<file path="src/rtl/divisor_seq.sv">
// Sequential restoring divider: one quotient bit per clock, fixed WIDTH+1 cycle latency.
// Supports unsigned and two's-complement operands with divide-by-zero flagging.
module divisor_seq #(
    parameter int WIDTH = 32
) (
    input  logic             clk,
    input  logic             rst,
    input  logic             start,
    input  logic             signed_op,
    input  logic [WIDTH-1:0] dividend,
    input  logic [WIDTH-1:0] divisor,
    output logic [WIDTH-1:0] quotient,
    output logic [WIDTH-1:0] remainder,
    output logic             busy,
    output logic             done,
    output logic             div_by_zero
);

    localparam int CW = $clog2(WIDTH + 1);

    typedef enum logic [1:0] {
        IDLE,
        CALC,
        FIX
    } state_t;

    state_t           state;
    state_t           state_nx;
    logic [CW-1:0]    cnt;
    logic [WIDTH-1:0] rem;
    logic [WIDTH-1:0] quo;
    logic [WIDTH-1:0] dmag;
    logic [WIDTH-1:0] dvd_raw;
    logic             neg_q;
    logic             neg_r;
    logic [WIDTH-1:0] a_mag;
    logic [WIDTH-1:0] b_mag;
    logic [WIDTH:0]   trial;
    logic             last_step;

    always_comb begin
        a_mag     = (signed_op && dividend[WIDTH-1]) ? -dividend : dividend;
        b_mag     = (signed_op && divisor[WIDTH-1])  ? -divisor  : divisor;
        // Shifted partial remainder is WIDTH+1 bits; MSB of the difference is the borrow.
        trial     = {rem, quo[WIDTH-1]} - {1'b0, dmag};
        last_step = (cnt == CW'(WIDTH - 1));
    end

    always_ff @(posedge clk) begin
        if (rst) begin
            state <= IDLE;
        end else begin
            state <= state_nx;
        end
    end

    always_comb begin
        state_nx = state;
        busy     = (state != IDLE);
        case (state)
            IDLE:    if (start) state_nx = CALC;
            CALC:    if (last_step) state_nx = FIX;
            FIX:     state_nx = IDLE;
            default: state_nx = IDLE;
        endcase
    end

    always_ff @(posedge clk) begin
        if (rst) begin
            cnt         <= '0;
            rem         <= '0;
            quo         <= '0;
            dmag        <= '0;
            dvd_raw     <= '0;
            neg_q       <= 1'b0;
            neg_r       <= 1'b0;
            quotient    <= '0;
            remainder   <= '0;
            done        <= 1'b0;
            div_by_zero <= 1'b0;
        end else begin
            done <= 1'b0;
            case (state)
                IDLE: begin
                    if (start) begin
                        cnt     <= '0;
                        rem     <= '0;
                        quo     <= a_mag;
                        dmag    <= b_mag;
                        dvd_raw <= dividend;
                        neg_q   <= signed_op & (dividend[WIDTH-1] ^ divisor[WIDTH-1]);
                        neg_r   <= signed_op & dividend[WIDTH-1];
                    end
                end
                CALC: begin
                    cnt <= cnt + 1'b1;
                    if (!trial[WIDTH]) begin
                        rem <= trial[WIDTH-1:0];
                        quo <= {quo[WIDTH-2:0], 1'b1};
                    end else begin
                        rem <= {rem[WIDTH-2:0], quo[WIDTH-1]};
                        quo <= {quo[WIDTH-2:0], 1'b0};
                    end
                end
                FIX: begin
                    done <= 1'b1;
                    // A zero divisor bypasses sign fix-up so the raw dividend is reported.
                    if (dmag == '0) begin
                        quotient    <= '1;
                        remainder   <= dvd_raw;
                        div_by_zero <= 1'b1;
                    end else begin
                        quotient    <= neg_q ? -quo : quo;
                        remainder   <= neg_r ? -rem : rem;
                        div_by_zero <= 1'b0;
                    end
                end
                default: ;
            endcase
        end
    end

endmodule

</file>
<file path="config.mk">
export PLATFORM = sky130hd
export DESIGN_NAME = divisor_seq
export DESIGN_NICKNAME = d
export VERILOG_FILES = /design/src/rtl/divisor_seq.sv
export SDC_FILE = /design/constraint.sdc
export NUM_CORES = 1
export LEC_CHECK = 0
export BUFFER_PORTS_ARGS = -buffer_cell sky130_fd_sc_hd__clkbuf_2
export CELL_PAD_IN_SITES_DETAIL_PLACEMENT = 0
export CELL_PAD_IN_SITES_GLOBAL_PLACEMENT = 2
export CORE_MARGIN = 2
export CORE_UTILIZATION = 35
export CTS_BUF_LIST = sky130_fd_sc_hd__clkbuf_16
export DETAILED_ROUTE_END_ITERATION = 8
export GPL_TIMING_DRIVEN = 0
export PLACE_DENSITY_LB_ADDON = 0.1
export SKIP_LAST_GASP = 1
export SLEW_MARGIN = 20
export SYNTH_ARGS = -nofsm -noshare
export SYNTH_HDL_FRONTEND = slang
export SYNTH_SLANG_ARGS = --single-unit
</file>
<file path="constraint.sdc">
create_clock -name clk -period 4.15 [get_ports clk]
set_input_delay 0.6225 -clock clk [delete_from_list [all_inputs] [get_ports clk]]
set_output_delay 0.6225 -clock clk [all_outputs]
set_load 0.01 [all_outputs]
</file>
### Yosys cells after proc, flatten, opt, wreduce, memory -nomap -nowiden

Cells that the tools add are included.

* output and inout port bits: 67
* bits in registers: 204
* bits of input ports: 68

* eq/ne operators: 5
* multiplexer cells: 19
* reduce and logical (&&, ||, !) cells: 9
* bitwise gates (word level): 3
* add/subtract/negate cells: 6

Operators with widths (number)
* 32-bit two-way mux: 9
* 32-bit negation: 4
* 32-bit one-hot mux with 2 select lines: 2
* 33-bit by 32-bit subtractor with 33-bit output: 1
* 32-bit zero test: 1
* 6-bit one-hot mux with 2 select lines: 1
* 6-bit by 1-bit adder with 6-bit output, second input constant: 1
* 6-bit by 5-bit equality test with 1-bit output, second input constant: 1
* 6-bit two-way mux: 1
* 2-bit AND reduction: 3
* 2-bit two-way mux: 2
* 2-bit != test, second input constant: 2
* 2-bit one-hot mux with 2 select lines: 1
* 2-bit nonzero test: 2
* 1-bit two-way mux: 3
* 1-bit bitwise AND: 2
* 2-bit by 1-bit equality test with 1-bit output, second input constant: 1
* 2-bit equality test, second input constant: 1
* 1-bit logical AND: 2
* 2-bit zero test: 1
* 1-bit bitwise XOR: 1

### Longest topological paths before layout

* word-level depth: 4
* depth in mapped cells: 14
* depth with buffers taken out: 12

### Worst setup path before layout

Ideal clock, no wire load.

* kind: register to register
* start point: reg quo[31]
* end point: reg rem[13]
* arrival: 3.156 ns
* cell stages (with the launch flop): 15
* setup time: 0.128 ns
* setup slack: 0.866 ns
* cells stage by stage: dfxtp_1 inv_1 ha_1 fa_1 nand2b_1 a21oi_1 o41ai_1 or3_1 a31o_2 nor3b_1 or3_1 buf_2 buf_2 mux2i_1 o21ai_1

* word-level cells in the longest chain between the ends: 3

RTL lines
* start: declaration: RTL line 31 `logic [WIDTH-1:0] quo;`
* start signal: assignment: RTL line 88 `quo <= a_mag;`
* start signal: assignment: RTL line 99 `quo <= {quo[WIDTH-2:0], 1'b1};`
* start signal: assignment: RTL line 102 `quo <= {quo[WIDTH-2:0], 1'b0};`
* 33-bit by 32-bit subtractor with 33-bit output: RTL line 45 `trial = {rem, quo[WIDTH-1]} - {1'b0, dmag};`
* 32-bit two-way mux: RTL line 97 `if (!trial[WIDTH]) begin`
* 32-bit one-hot mux with 2 select lines: RTL line 83 `case (state)`
* end signal: assignment: RTL line 98 `rem <= trial[WIDTH-1:0];`
* end signal: assignment: RTL line 101 `rem <= {rem[WIDTH-2:0], quo[WIDTH-1]};`
* end: declaration: RTL line 30 `logic [WIDTH-1:0] rem;`

No other way between the ends.
A chain may end at the register's enable or synchronous reset.

### Worst setup path in the final report

* start point: reg quo[31]
* end point: reg rem[30]

The elaborated chain is that of the path after synthesis.

==> metrics <==
Placer Congestion about 0.86; I/O pins between 100 and 150; ys async rst share 0%; Lkg Pwr 5.53 nW; vias in the first global route about 11k; signal arrival time at the worst endpoint 4.32 ns; input/output buffers 134; post-route cell area between 10000 and 15000 µm²; Top FF cell, synth dfxtp_1; syn nets 1668; Placed Instances roughly 2.1k; final hold viol count 0; Yosys cell types 58; pre-CTS setup slack -0.0316 ns; initial antenna violation count 0; final setup vio count 0; Ant. Diodes 0; Power Dens Cells between 600 and 700 nW/µm²; Die Wd 189 µm; num rows 67; CTS buffer count 25; Die Height 189 µm; Critical Path Fanout Max 10; Worst-Margin Slew a little under 0.9 ns; initial drt markers 730; Clock Latency Late Sink roughly 0.55 ns; Req. time, crit path between 4 and 5 ns; CP Capture Type register; Syn Inst Count around 1.6k; max_cap viols 0; Worst Hold Class primary input to register; # clock sinks between 200 and 250; worst setup margin 0.253 ns; routed length per instance about 20 µm; first-pass GRT wire length ~66 mm; Cell Area, Placed approximately 13000 µm²; fmax 257 MHz; synthesis-stage register bit count about 200; critical path, cell by cell inv_1, ha_1, fa_1, nand2b_1, a21oi_1, o41ai_2, or3_1, a31o_2, nor3b_1, or3_1, buf_2, clkbuf_4, a31oi_1, o21ai_1; Synth Warn # 0; DRC 0; clock period minus worst slack between 3 and 4 ns; largest area contributor in the netlist dfxtp_1; Clock Path Buffers 3; slowest cell delay on critical path approximately 0.44 ns; Core Footprint ~34000 µm²; WS Path Type register to register; worst IR drop on VDD 485 µV; Final period util between 90% and 100%; CP top delay family simple AND/OR/NAND/NOR gates; crit-path most repeated cell or3_1; status completed; skew final 0.0179 ns; vias after detailed routing ~12k; gr usage total 23.9%; drt total wl between 40 and 50 mm; Total Power between 0.009 and 0.01 W; register area share after synthesis between 30% and 40%; CTS tree done; nets ~1.8k; die area 35700 µm²; RSZ-0062 raised after global routing no; drt first pass iters 7; Initial Util a little over a third; synth top area cells dfxtp_1 34%, a21oi_1 7.2%, nand2_1 6.2%, xnor2_1 5.6%, nor2_1 5.5%; Slew HR about 40%; Post-Synthesis Cell Area ~12000 µm²; clk slew on worst S/H paths 0.06 ns; Final Max Slew Viols 0; Non-Filler Instances 2189; Layout area overhead 16.9%; largest net degree at the start of global routing 14; Root Buffer clkbuf_16; WHS between 0.3 and 0.4 ns; vias per cell about 5.4; nature of the critical path startpoint register; share of cells above drive strength 1 between 10% and 20%; grt ovf 0; share of the synthesized area in the top cell type between 30% and 40%; slowest library cell on the worst path or3_1; Avg Inst Size Synth between 7 and 8 µm²; CP bufs+invs 3; CTS H-Tree Depth 1; hpwl dp roughly 35 mm; post-route ant nets 0; number of synthesized flops with an enable pin 0
[cell usage after synthesis (all sizes together) (9+ instances only)]
cell and n:
or2 9, a311oi 13, xnor2 76, a32oi 10
nand2 198, a21oi 171, inv 53, nand2b 14
or3 22, o41ai 14, mux2i 26, xor2 63
or4 12, o31ai 17, a21o 16, nor2b 13
o21ai 82, ha 37, dfxtp 204, nor4 26
o211ai 10, a31oi 15, clkbuf 88, nand3 16
a22oi 29, o22ai 28, nor2 176, nor3 16
a211oi 52
[where the power goes]
group	internal, W	switching [W]
clock	0.00117	0.000921
combinational	0.00199	0.00293
sequential	0.00217	0.000379
[cells by family after synthesis]
family	after synthesis	synth area share, %
simple gates	531	20.0
compound gates	475	24.7
flops	204	34.1
buf+inv	149	4.73
xor+xnor	139	10.2
fa+ha+maj	38	4.04
mux	26	2.18
[worst min-delay path, cell delays in order]
cell	delay (ns)
clkbuf_2	0.10
nand2_1	0.06
a21oi_1	0.06
[layout make-up]
class | count | area (µm²)
Sequential cell | 204 | 4090
Fill cell | 3610 | 19600
Inverter | 53 | 199
Clock inverter | 20 | 146
Timing Repair Buffer | 134 | 671
Tap cell | 448 | 561
Buffer | 96 | 369
Clock buffer | 25 | 626
Multi-Input combinational cell | 1209 | 7330
[flip-flops by register name, summed over array words and instances, names as in the netlist]
signal	flops
neg_r	1
dmag	32
done	1
remainder	32
rem	32
quo	32
state	2
cnt	6
div_by_zero	1
quotient	32
dvd_raw	32
neg_q	1
[timing repair]
| item | CTS | global route |
|---|---|---|
| setup endpoints to repair | 8 | 10 |
| pin swaps | 0 | 0 |
| buffers inserted | 0 | 0 |
| resized for setup | 1 | 3 |
| hold buffers | 0 | 0 |
| gates cloned | 0 | 0 |
[metal layers]
layer	GRT usage, %	wire length, µm	up-vias
li1	-	-	5894
met4	5.59	941	0
met1	32.4	19800	5654
met2	41.0	20800	263
met5	0	0	-
met3	2.50	1870	48
[stage by stage]
step,TNS [ns],utilization (%)
2_1_floorplan,0,-
5_1_grt,0,41.6
4_1_cts,0,41.6
3_3_place_gp,-0.124,39.3
3_5_place_dp,-0.0861,39.3
6_report,0,41.6
[final timing paths]
| path | cells after the start | end | start | slack (ns) |
|---|---|---|---|---|
| worst max-delay path | 14 | rem[30]$_SDFFE_PP0P_ | quo[31]$_SDFFE_PP0P_ | 0.25 |
| worst min-delay path | 3 | dvd_raw[13]$_SDFFE_PP0P_ | dividend[13] | 0.35 |
| worst max register to register | 14 | rem[30]$_SDFFE_PP0P_ | quo[31]$_SDFFE_PP0P_ | 0.25 |
| worst min register to register | 2 | dvd_raw[2]$_SDFFE_PP0P_ | dvd_raw[2]$_SDFFE_PP0P_ | 0.46 |
[placed cells by master, fill, tap and decap left out, drive strengths merged, types with 17 or more instances in the layout]
master	count
clkbuf	248
dfxtp	204
nand2	198
nor2	176
a21oi	171
o21ai	82
xnor2	76
xor2	63
inv	63
a211oi	52
ha	37
a22oi	29
o22ai	28
mux2i	26
nor4	26
or3	22
o31ai	17
Power figures use the tool's default switching activity.
